$ cat src/rtl/nn_mac_sequencer.sv
// rtl/nn_mac_sequencer.sv - 4-3-1 neural net evaluated on one time-shared multiplier and accumulator
// Hidden neurons take 5 cycles each (4 MAC terms + bias/saturate), the output neuron 4 cycles.

module nn_mac_sequencer #(
  parameter int W_W = 8,
  parameter int R_W = 11
) (
  input  logic           clk,
  input  logic           rst_n,
  input  logic           start,
  input  logic [1:0]     in1,
  input  logic [1:0]     in2,
  input  logic [1:0]     in3,
  input  logic [1:0]     in4,
  input  logic [2:0]     bias1,
  input  logic [2:0]     bias2,
  input  logic [2:0]     bias3,
  input  logic [2:0]     bias4,
  input  logic           w_wr_en,
  input  logic [3:0]     w_addr,
  input  logic [W_W-1:0] w_data,
  output logic           busy,
  output logic           done,
  output logic           w_err,
  output logic           sat,
  output logic [R_W-1:0] h1_out,
  output logic [R_W-1:0] h2_out,
  output logic [R_W-1:0] h3_out,
  output logic [R_W-1:0] out_o1
);

  localparam int FRAC  = 8;
  localparam int ACC_W = R_W + 3;
  localparam int P_W   = R_W + W_W;
  localparam logic [ACC_W-1:0] SAT_MAX = ACC_W'((1 << R_W) - 1);

  typedef enum logic [1:0] {IDLE, HID, OUT, DONE} state_t;

  state_t           r_state;
  logic [1:0]       r_in   [4];
  logic [2:0]       r_bias [4];
  logic [W_W-1:0]   r_w    [15];
  logic [ACC_W-1:0] r_acc;
  logic [1:0]       r_neu;
  logic [2:0]       r_step;
  logic [R_W-1:0]   r_h1, r_h2, r_h3, r_o1;
  logic             r_busy, r_done, r_w_err, r_sat;

  logic [3:0]       w_widx;
  logic [R_W-1:0]   w_mul_a;
  logic [W_W-1:0]   w_mul_b;
  logic [2:0]       w_bias;
  logic [P_W-1:0]   w_prod;
  logic [ACC_W-1:0] w_prod_sh;
  logic [ACC_W-1:0] w_term;
  logic [ACC_W-1:0] w_biased;
  logic             w_over;
  logic [R_W-1:0]   w_result;

  // Operand select: hidden layer walks w(4n+1..4n+4) over the latched inputs,
  // output layer walks w13..w15 over this run's hidden results.
  always_comb begin
    w_widx  = '0;
    w_mul_a = '0;
    w_bias  = '0;
    case (r_state)
      OUT: begin
        w_widx = 4'd12 + {2'b00, r_step[1:0]};
        w_bias = r_bias[3];
        case (r_step[1:0])
          2'd0:    w_mul_a = r_h1;
          2'd1:    w_mul_a = r_h2;
          default: w_mul_a = r_h3;
        endcase
      end
      default: begin
        w_widx  = {r_neu, r_step[1:0]};
        w_bias  = r_bias[r_neu];
        w_mul_a = {{(R_W-2){1'b0}}, r_in[r_step[1:0]]};
      end
    endcase
  end

  assign w_mul_b   = (w_widx == 4'd15) ? '0 : r_w[w_widx];
  assign w_prod    = {{W_W{1'b0}}, w_mul_a} * {{R_W{1'b0}}, w_mul_b};
  assign w_prod_sh = ACC_W'(w_prod >> FRAC);
  // Hidden terms are exact integer products; output terms drop their fraction per term.
  assign w_term    = (r_state == OUT) ? w_prod_sh : w_prod[ACC_W-1:0];
  assign w_biased  = r_acc + (ACC_W'(w_bias) << FRAC);
  assign w_over    = (w_biased > SAT_MAX);
  assign w_result  = w_over ? SAT_MAX[R_W-1:0] : w_biased[R_W-1:0];

  always_ff @(posedge clk or negedge rst_n) begin
    if (!rst_n) begin
      r_state <= IDLE;
      r_acc   <= '0;
      r_neu   <= '0;
      r_step  <= '0;
      r_h1    <= '0;
      r_h2    <= '0;
      r_h3    <= '0;
      r_o1    <= '0;
      r_busy  <= 1'b0;
      r_done  <= 1'b0;
      r_w_err <= 1'b0;
      r_sat   <= 1'b0;
      for (int i = 0; i < 4; i++) begin
        r_in[i]   <= '0;
        r_bias[i] <= '0;
      end
      for (int i = 0; i < 15; i++) r_w[i] <= '0;
    end else begin
      r_done  <= 1'b0;
      r_w_err <= 1'b0;
      if (w_wr_en) begin
        if (r_state == IDLE && w_addr != 4'd15) r_w[w_addr] <= w_data;
        else r_w_err <= 1'b1;
      end

      case (r_state)
        IDLE: begin
          if (start) begin
            r_in[0]   <= in1;
            r_in[1]   <= in2;
            r_in[2]   <= in3;
            r_in[3]   <= in4;
            r_bias[0] <= bias1;
            r_bias[1] <= bias2;
            r_bias[2] <= bias3;
            r_bias[3] <= bias4;
            r_acc     <= '0;
            r_sat     <= 1'b0;
            r_neu     <= '0;
            r_step    <= '0;
            r_busy    <= 1'b1;
            r_state   <= HID;
          end
        end
        HID: begin
          if (r_step == 3'd4) begin
            case (r_neu)
              2'd0:    r_h1 <= w_result;
              2'd1:    r_h2 <= w_result;
              default: r_h3 <= w_result;
            endcase
            if (w_over) r_sat <= 1'b1;
            r_acc  <= '0;
            r_step <= '0;
            if (r_neu == 2'd2) begin
              r_neu   <= '0;
              r_state <= OUT;
            end else begin
              r_neu <= r_neu + 2'd1;
            end
          end else begin
            r_acc  <= r_acc + w_term;
            r_step <= r_step + 3'd1;
          end
        end
        OUT: begin
          if (r_step == 3'd3) begin
            r_o1    <= w_result;
            if (w_over) r_sat <= 1'b1;
            r_acc   <= '0;
            r_step  <= '0;
            r_done  <= 1'b1;
            r_state <= DONE;
          end else begin
            r_acc  <= r_acc + w_term;
            r_step <= r_step + 3'd1;
          end
        end
        default: begin
          r_busy  <= 1'b0;
          r_state <= IDLE;
        end
      endcase
    end
  end

  assign busy   = r_busy;
  assign done   = r_done;
  assign w_err  = r_w_err;
  assign sat    = r_sat;
  assign h1_out = r_h1;
  assign h2_out = r_h2;
  assign h3_out = r_h3;
  assign out_o1 = r_o1;

endmodule
$ cat config.mk
export PLATFORM = sky130hd
export DESIGN_NAME = nn_mac_sequencer
export DESIGN_NICKNAME = d
export VERILOG_FILES = /design/src/rtl/nn_mac_sequencer.sv
export SDC_FILE = /design/constraint.sdc
export NUM_CORES = 1
export LEC_CHECK = 0
export CORE_MARGIN = 3
export CORE_UTILIZATION = 55
export DETAILED_ROUTE_END_ITERATION = 8
export DONT_BUFFER_PORTS = 1
export PLACE_DENSITY = 0.67
export SETUP_SLACK_MARGIN = 0.02
export SLEW_MARGIN = 20
export SYNTH_ARGS = -nofsm -noshare
export SYNTH_HDL_FRONTEND = slang
export SYNTH_SLANG_ARGS = --single-unit
$ cat constraint.sdc
create_clock -name clk -period 8.94 [get_ports clk]
set_input_delay 1.788 -clock clk [delete_from_list [all_inputs] [get_ports clk]]
set_output_delay 1.788 -clock clk [all_outputs]
set_load 0.05 [all_outputs]
Yosys cells after proc, flatten, opt, wreduce, memory -nomap -nowiden. Cells that the tools add are included.

Bitwise gates (word level): 6. Reduce and logical (&&, ||, !) cells: 20. Multiply operators: 1. $add $sub $neg: 5. Magnitude comparators: 6. Equality and inequality tests: 13. Muxes and demuxes: 47.

Operators with widths (number): 120-bit bitwise mux (1); 14-bit 2-to-1 mux (4); 14-bit one-hot mux with 3 select lines (1); 8-bit binary-select mux with 4-bit select (1); 8-bit demux with 4-bit select (1); 8-bit 2-to-1 mux (4); 11-bit 2-to-1 mux (2); 11-bit one-hot mux with 2 select lines (1); 11-bit by 8-bit multiplier with 19-bit output (1); 2-bit 2-to-1 mux (9); 3-bit 2-to-1 mux (6); 14-bit by 11-bit adder with 14-bit output (1); 14-bit adder (1); 14-bit by 11-bit greater-than comparator with 1-bit output, second input constant (1); 3-bit AND reduction (4); 5-bit greater-or-equal comparator, second input constant (2); 4-bit NOT with 5-bit output (2); 2-bit AND reduction (5); 1-bit 2-to-1 mux (9); 3-bit one-hot mux with 3 select lines (1); 4-bit AND reduction (2); 3-bit binary-select mux with 2-bit select (1); 2-bit by 1-bit == test with 1-bit output, second input constant (3); 3-bit greater-or-equal comparator, second input constant (2); other kinds (24) (33).

Bits in registers: 209. Input bits: 36. Output and inout port bits: 48. Word-level logic and storage cells: 133.

Longest topological paths before layout.
Word-level depth: 12. Depth in mapped cells: 35. Gate-level depth less buffers: 32.

Worst setup path before layout. No wires, ideal clock.

Path kind: reg-to-reg. Start: reg r_step[1]. End: reg r_acc[13]. Buffers on the path: 4. Setup time: 0.080 ns. Data required time: 8.860 ns. Slack: 1.273 ns. Stages on the path, launching flop included: 34. Data arrival time: 7.587 ns. Period minus slack after synthesis: 7.667 ns. Path through: dfrtp_1 -> buf_2 -> buf_2 -> buf_2 -> inv_1 -> ha_1 -> nor2_1 -> clkbuf_1 -> nand2_1 -> nand3_1 -> o21ai_1 -> or2_2 -> fa_1 -> fa_1 -> inv_1 -> fa_1 -> inv_1 -> fa_1 -> inv_1 -> ha_1 -> a2111oi_4 -> o21ai_2 -> a31oi_4 -> o22ai_2 -> a31oi_1 -> mux2i_1 -> o2111ai_1 -> ha_1 -> and3_1 -> nand2_1 -> o21ba_2 -> o31ai_2 -> or4b_1 -> o211ai_2.

Longest elaborated chain between the ends: 12. Elaborated cells on any way between the ends: 24. Classes of those cells: 2 x add/sub; 1 x mul; 4 x eq/ne; 14 x mux; 2 x bitwise; 1 x reduce/logical.

RTL lines: start, declared (line 45) `logic [2:0] r_step;`; start signal, assigned (line 157) `r_step <= r_step + 3'd1;`; start signal, assigned (line 170) `r_step <= r_step + 3'd1;`; 3-bit by 3-bit adder with 4-bit output (line 68) `w_widx = 4'd12 + {2'b00, r_step[1:0]};`; 4-bit 2-to-1 mux (line 66) `case (r_state)`; 4-bit NOT with 5-bit output (not written as such) (line 84) `assign w_mul_b = (w_widx == 4'd15) ? '0 : r_w[w_widx];`; 8-bit binary-select mux with 4-bit select (line 84); 8-bit 2-to-1 mux (not written as such) (2 in a row) (line 84); 8-bit 2-to-1 mux (line 84); 11-bit by 8-bit multiplier with 19-bit output (line 85) `assign w_prod = {{W_W{1'b0}}, w_mul_a} * {{R_W{1'b0}}, w_mul_b};`; 14-bit 2-to-1 mux (line 88) `assign w_term = (r_state == OUT) ? w_prod_sh : w_prod[ACC_W-1:0];`; 14-bit adder (line 156, 169); 14-bit 2-to-1 mux (on tied branches) (line 161, 140); 14-bit one-hot mux with 3 select lines (*) (line 120) `case (r_state)`; end signal, assigned (line 156) `r_acc <= r_acc + w_term;`; end signal, assigned (line 169) `r_acc <= r_acc + w_term;`; end, declared (line 43) `logic [ACC_W-1:0] r_acc;`.

Every way passes the cells marked *; elsewhere a longest branch is shown, timed or not. The select of a mux whose other input is x is not followed. A chain may end at the register's enable or synchronous reset.

Worst setup path after layout.
Start: reg r_state[0]. End: reg r_acc[13].

Longest elaborated chain between the ends: 12. Elaborated cells on any way between the ends: 20. Classes of those cells: 1 x add/sub; 1 x mul; 4 x eq/ne; 10 x mux; 1 x bitwise; 3 x reduce/logical.

RTL lines: start, declared (line 39) `state_t r_state;`; start signal, assigned (line 95) `r_state <= IDLE;`; start signal, assigned (line 136) `r_state <= HID;`; start signal, assigned (line 151) `r_state <= OUT;`; 2-bit == test (line 66, 88, 120); 4-bit 2-to-1 mux (line 66); 4-bit NOT with 5-bit output (not written as such) (line 84); 8-bit binary-select mux with 4-bit select (line 84); 8-bit 2-to-1 mux (not written as such) (2 in a row) (line 84); 8-bit 2-to-1 mux (line 84); 11-bit by 8-bit multiplier with 19-bit output (line 85); 14-bit 2-to-1 mux (line 88); 14-bit adder (line 156, 169); 14-bit 2-to-1 mux (on tied branches) (line 161, 140); 14-bit one-hot mux with 3 select lines (line 120).

Several ways; a longest one is shown, not always the timed one. The select of a mux whose other input is x is not followed.

==> results.md <==
Run status:
- The run finished with clean final reports.

Detailed routing:
- In the routed layout, each cell is associated on average with a via count of 5.811.
- The first-pass iteration count of the detailed router is 6.
- In the final routed layout, each cell accounts on average for 19.83 um.
- The number of antenna-violating nets in the routed design is 0.
- The DRC violation count after routing is 0.
- The number of DRC markers in iteration 0 is 606.
- The total via count in the routed design is 8932.
- For this block, the routed nets add up to 30480 um of wire.

STA:
- The final number of max-transition violations is 0.
- Setup repair after global routing left no endpoint under its margin.
- The post-layout worst setup margin is 612.6 ps.
- The count of endpoints failing setup in the final report is 0.
- The ratio of final minimum period to clock period is 93.15%.
- For the final database, setup skew stands at 21.71 ps.
- The actual transition at the worst max-transition pin is 1036 ps.
- The time the worst path needs with I/O delays and setup is 8327 ps.
- The total negative slack is 0 ps.
- Based on the critical path, the design can be clocked at up to 120.1 MHz.
- The final number of hold-violating endpoints is 0.
- The worst pin sits at a relative slew slack of 30.68%.

Pwr:
- Of the total power, the share spent switching nets is 39.67%.
- In this run, the combinational gates consume 40.7% of the power.
- The power per cell area is 311.7 nW/um^2.
- The internal power is 2.650 mW.
- The total power is 4.393 mW.
- The worst supply voltage drop on vdd is 0.0002032 V.
- The share of power burned in registers is 37.3%.
- The switching power total is 1.742 mW.
- The relative contribution of the clock network to total power is 22.1%.
- The total leakage power is 6.615 nW.

Placement:
- The total half-perimeter wirelength after legalization and detailed placement is 22480 um.
- The worst slack at placement is 726.2 ps.
- The final RePlAce weighted congestion is 0.8922.
- Buffers placed on the I/O ports in this run total 0.

Critical path:
- The class of the most critical setup path is reg2reg.
- In this design, the largest share of critical-path delay is due to adder cells.
- For the worst setup path, the data arrival time is 8770 ps.
- Together, buffers and inverters on the worst path number 6.
- The largest single stage delay on the critical path is 640 ps.
- STA classifies the critical path endpoint as a register.
- The maximum fanout along the worst path is 18.
- The launching element of the worst setup path is r_state[0]$_DFFE_PN0P_.
- Counting stages on the worst path, the most repeated cell is inv_1.
- The largest individual stage delay along the critical path comes from the cell ha_1.
- The beginning of the worst register-to-register path is r_state[0]$_DFFE_PN0P_.
- The data required time of the worst path is 9390 ps.
- The kind of start point of the critical path is a register.

Clock tree:
- TritonCTS created 24 clock buffers.
- The clock transition at the registers of the reported paths is 60 ps.
- After clock tree synthesis, the flow added hold-fix buffers numbering 0.
- The clock tree from TritonCTS is done.
- The tree is rooted in a clkbuf_16.
- The insertion delay of the later-clocked pin in the worst-skew pair is 540 ps.
- CTS built an H-tree with a depth of 1.
- The number of gates resized after CTS was 0.
- After clock tree synthesis, the setup repair step added 0 buffers.
- The sink count of the clock tree is 209.
- The longest clock path from root to sink contains 3 buffers.

Worst hold path:
- The worst hold path begins at r_w[103]$_DFFE_PN0P_.
- The worst min-delay path class is reg2reg.

Die:
- The total die area is 25500 um^2.
- For this configuration, the core starts out at a cell density of 56.69%.
- The die is 159.7 um tall.
- The number of rows created at floorplan is 55.
- The core region is 22920 um^2.
- Measured along the x axis, the die boundary spans 159.7 um.
- During I/O placement, the number of pins put on the boundary was 84.

Flow run:
- Across the run, the number of max-cap violations was 0.

Yosys:
- The number of enable flip-flop cells after synthesis is 0.
- By area the synthesized netlist is led by dfrtp_1 40%, mux2_2 12%, fa_1 8.6%, ha_1 6.4%, mux4_2 4.5%.
- After synthesis, the share of flip-flops with an asynchronous set or reset is 100.0%.
- The synthesized design devotes to its leading area cell type 40.26% of total area.
- The most used flip-flop cell after synthesis is dfrtp_1.
- The Yosys step of the flow raised 0 warnings.
- The register bit count reported by yosys is 209.
- The number of nets in the synthesized netlist is 1375.
- Of the synthesized area, sequential elements account for 40.26%.
- The synthesized netlist contains 63 unique library cells.
- The synthesized design spends more area on one cell type than any other, namely dfrtp_1.
- The average instance in the mapped netlist occupies 10.67 um^2.
- Synthesis produced 1217 cells.
- The post-synthesis instance area is 12990 um^2.

Final layout:
- 0 antenna diodes ended up in the layout.
- The layout has 1920 filler cells.
- Of the cells placed in the final design, the portion with a size suffix greater than 1 is 20.26%.
- The count of nets after finishing is 1366.
- The area growth from synthesis to layout is 8.486%.
- In the layout the commonest cells are 207 x dfrtp_1, 142 x mux2_2, 126 x nand2_1, 119 x nor2_1, 103 x inv_1.
- The most frequent standard cell in the layout excluding fill and tap cells is dfrtp_1.

Global route:
- The number of antenna violations at the first check in global routing was 0.
- The number of global-route vias before repair came to 9258.
- After global routing the overflow that remains totals 0.
- In the global route stage, overall resource usage came out at 24.29%.
- The first global-routing pass estimated 50140 um of wire.
- Entering global routing, the biggest net connects 210 pins.
[kinds of logic (layout without fill, tap and decap cells)]
kind of cell / Yosys count / in the layout / synth area share (%)
simple gates: 324 / 324 / 10.84
flops: 209 / 209 / 40.26
compound gates: 196 / 196 / 9.468
mux: 185 / 185 / 18.13
buf+inv: 157 / 164 / 4.700
fa+ha+maj: 122 / 122 / 14.99
xor+xnor: 24 / 24 / 1.618
[area by class of cell]
cell class	instances	area (um^2)	area share [%]
clock inverter	10	133.9	0.9500
sequential	209	5233	37.13
multi-input combinational	851	7154	50.77
clock buffer	32	650.6	4.617
timing repair buffer	19	142.6	1.012
tap	313	391.6	2.779
inverter	103	386.6	2.743
[sequential cells by signal, summed over array words and instances, names as in the netlist, 2 cells and up]
signal	cells
h1_out	11
h2_out	11
h3_out	11
out_o1	11
r_acc	14
r_bias	12
r_in	8
r_neu	2
r_state	2
r_step	3
r_w	120
[worst reg2reg max path: cells and delay by family (launching register included)]
family          cells  cell delay, ps
simple gates        4            1060
compound gates     12            2620
flops               1             420
fa+ha+maj           7            3400
buf+inv             6             530
xor+xnor            1             230
[metal layers]
metal  vias up  GRT usage, %  wire (um)
li1       4160             -          -
met1      4539         32.76      13180
met2       192         41.88      15350
met3        41         3.735       1348
met4         0         5.372        593
met5         -             0          0
[power groups by stage]
stage / registers (mW) / clock network (mW) / logic, mW
3_5_place_dp: 1.65 / 0 / 1.78
5_1_grt: 1.68 / 1.03 / 1.98
2_1_floorplan: 1.55 / 0 / 1.37
4_1_cts: 1.64 / 0.989 / 1.79
3_3_place_gp: 1.64 / 0 / 1.75
6_report: 1.64 / 0.970 / 1.79
[stage by stage]
| stage | hold slack (ps) | cell area, um^2 | util [%] | instances |
|---|---|---|---|---|
| global route | 514.0 | 14090 | 61.50 | 1537 |
| CTS | 501.7 | 14080 | 61.46 | 1536 |
| floorplan | 473.9 | 12990 | - | 1217 |
| global placement | 482.5 | 13300 | 58.04 | 1494 |
| detailed placement | 488.1 | 13300 | 58.04 | 1494 |
| finish | 497.5 | 14090 | 61.50 | 1537 |
[cell usage after synthesis, types with 18 or more instances]
master	instances
dfrtp_1	209
mux2_2	142
nand2_1	126
nor2_1	119
inv_1	103
ha_1	66
o21ai_0	65
a21oi_1	59
fa_1	56
clkbuf_1	42
mux4_2	26
xor2_1	18
[final timing paths]
| check | slack [ps] | depth (start not counted) | endpoint |
|---|---|---|---|
| max in group asynchronous | 7350 | 0 | r_step[0]$_DFFE_PN0P_ |
| worst min register to register | 500 | 1 | r_w[103]$_DFFE_PN0P_ |
| min in group asynchronous | 990 | 0 | r_acc[6]$_DFFE_PN0P_ |
| worst min-delay path | 500 | 1 | r_w[103]$_DFFE_PN0P_ |
| worst max register to register | 610 | 30 | r_acc[13]$_DFFE_PN0P_ |
| worst max-delay path | 610 | 30 | r_acc[13]$_DFFE_PN0P_ |
No activity file was read; power rests on OpenSTA's default activity.
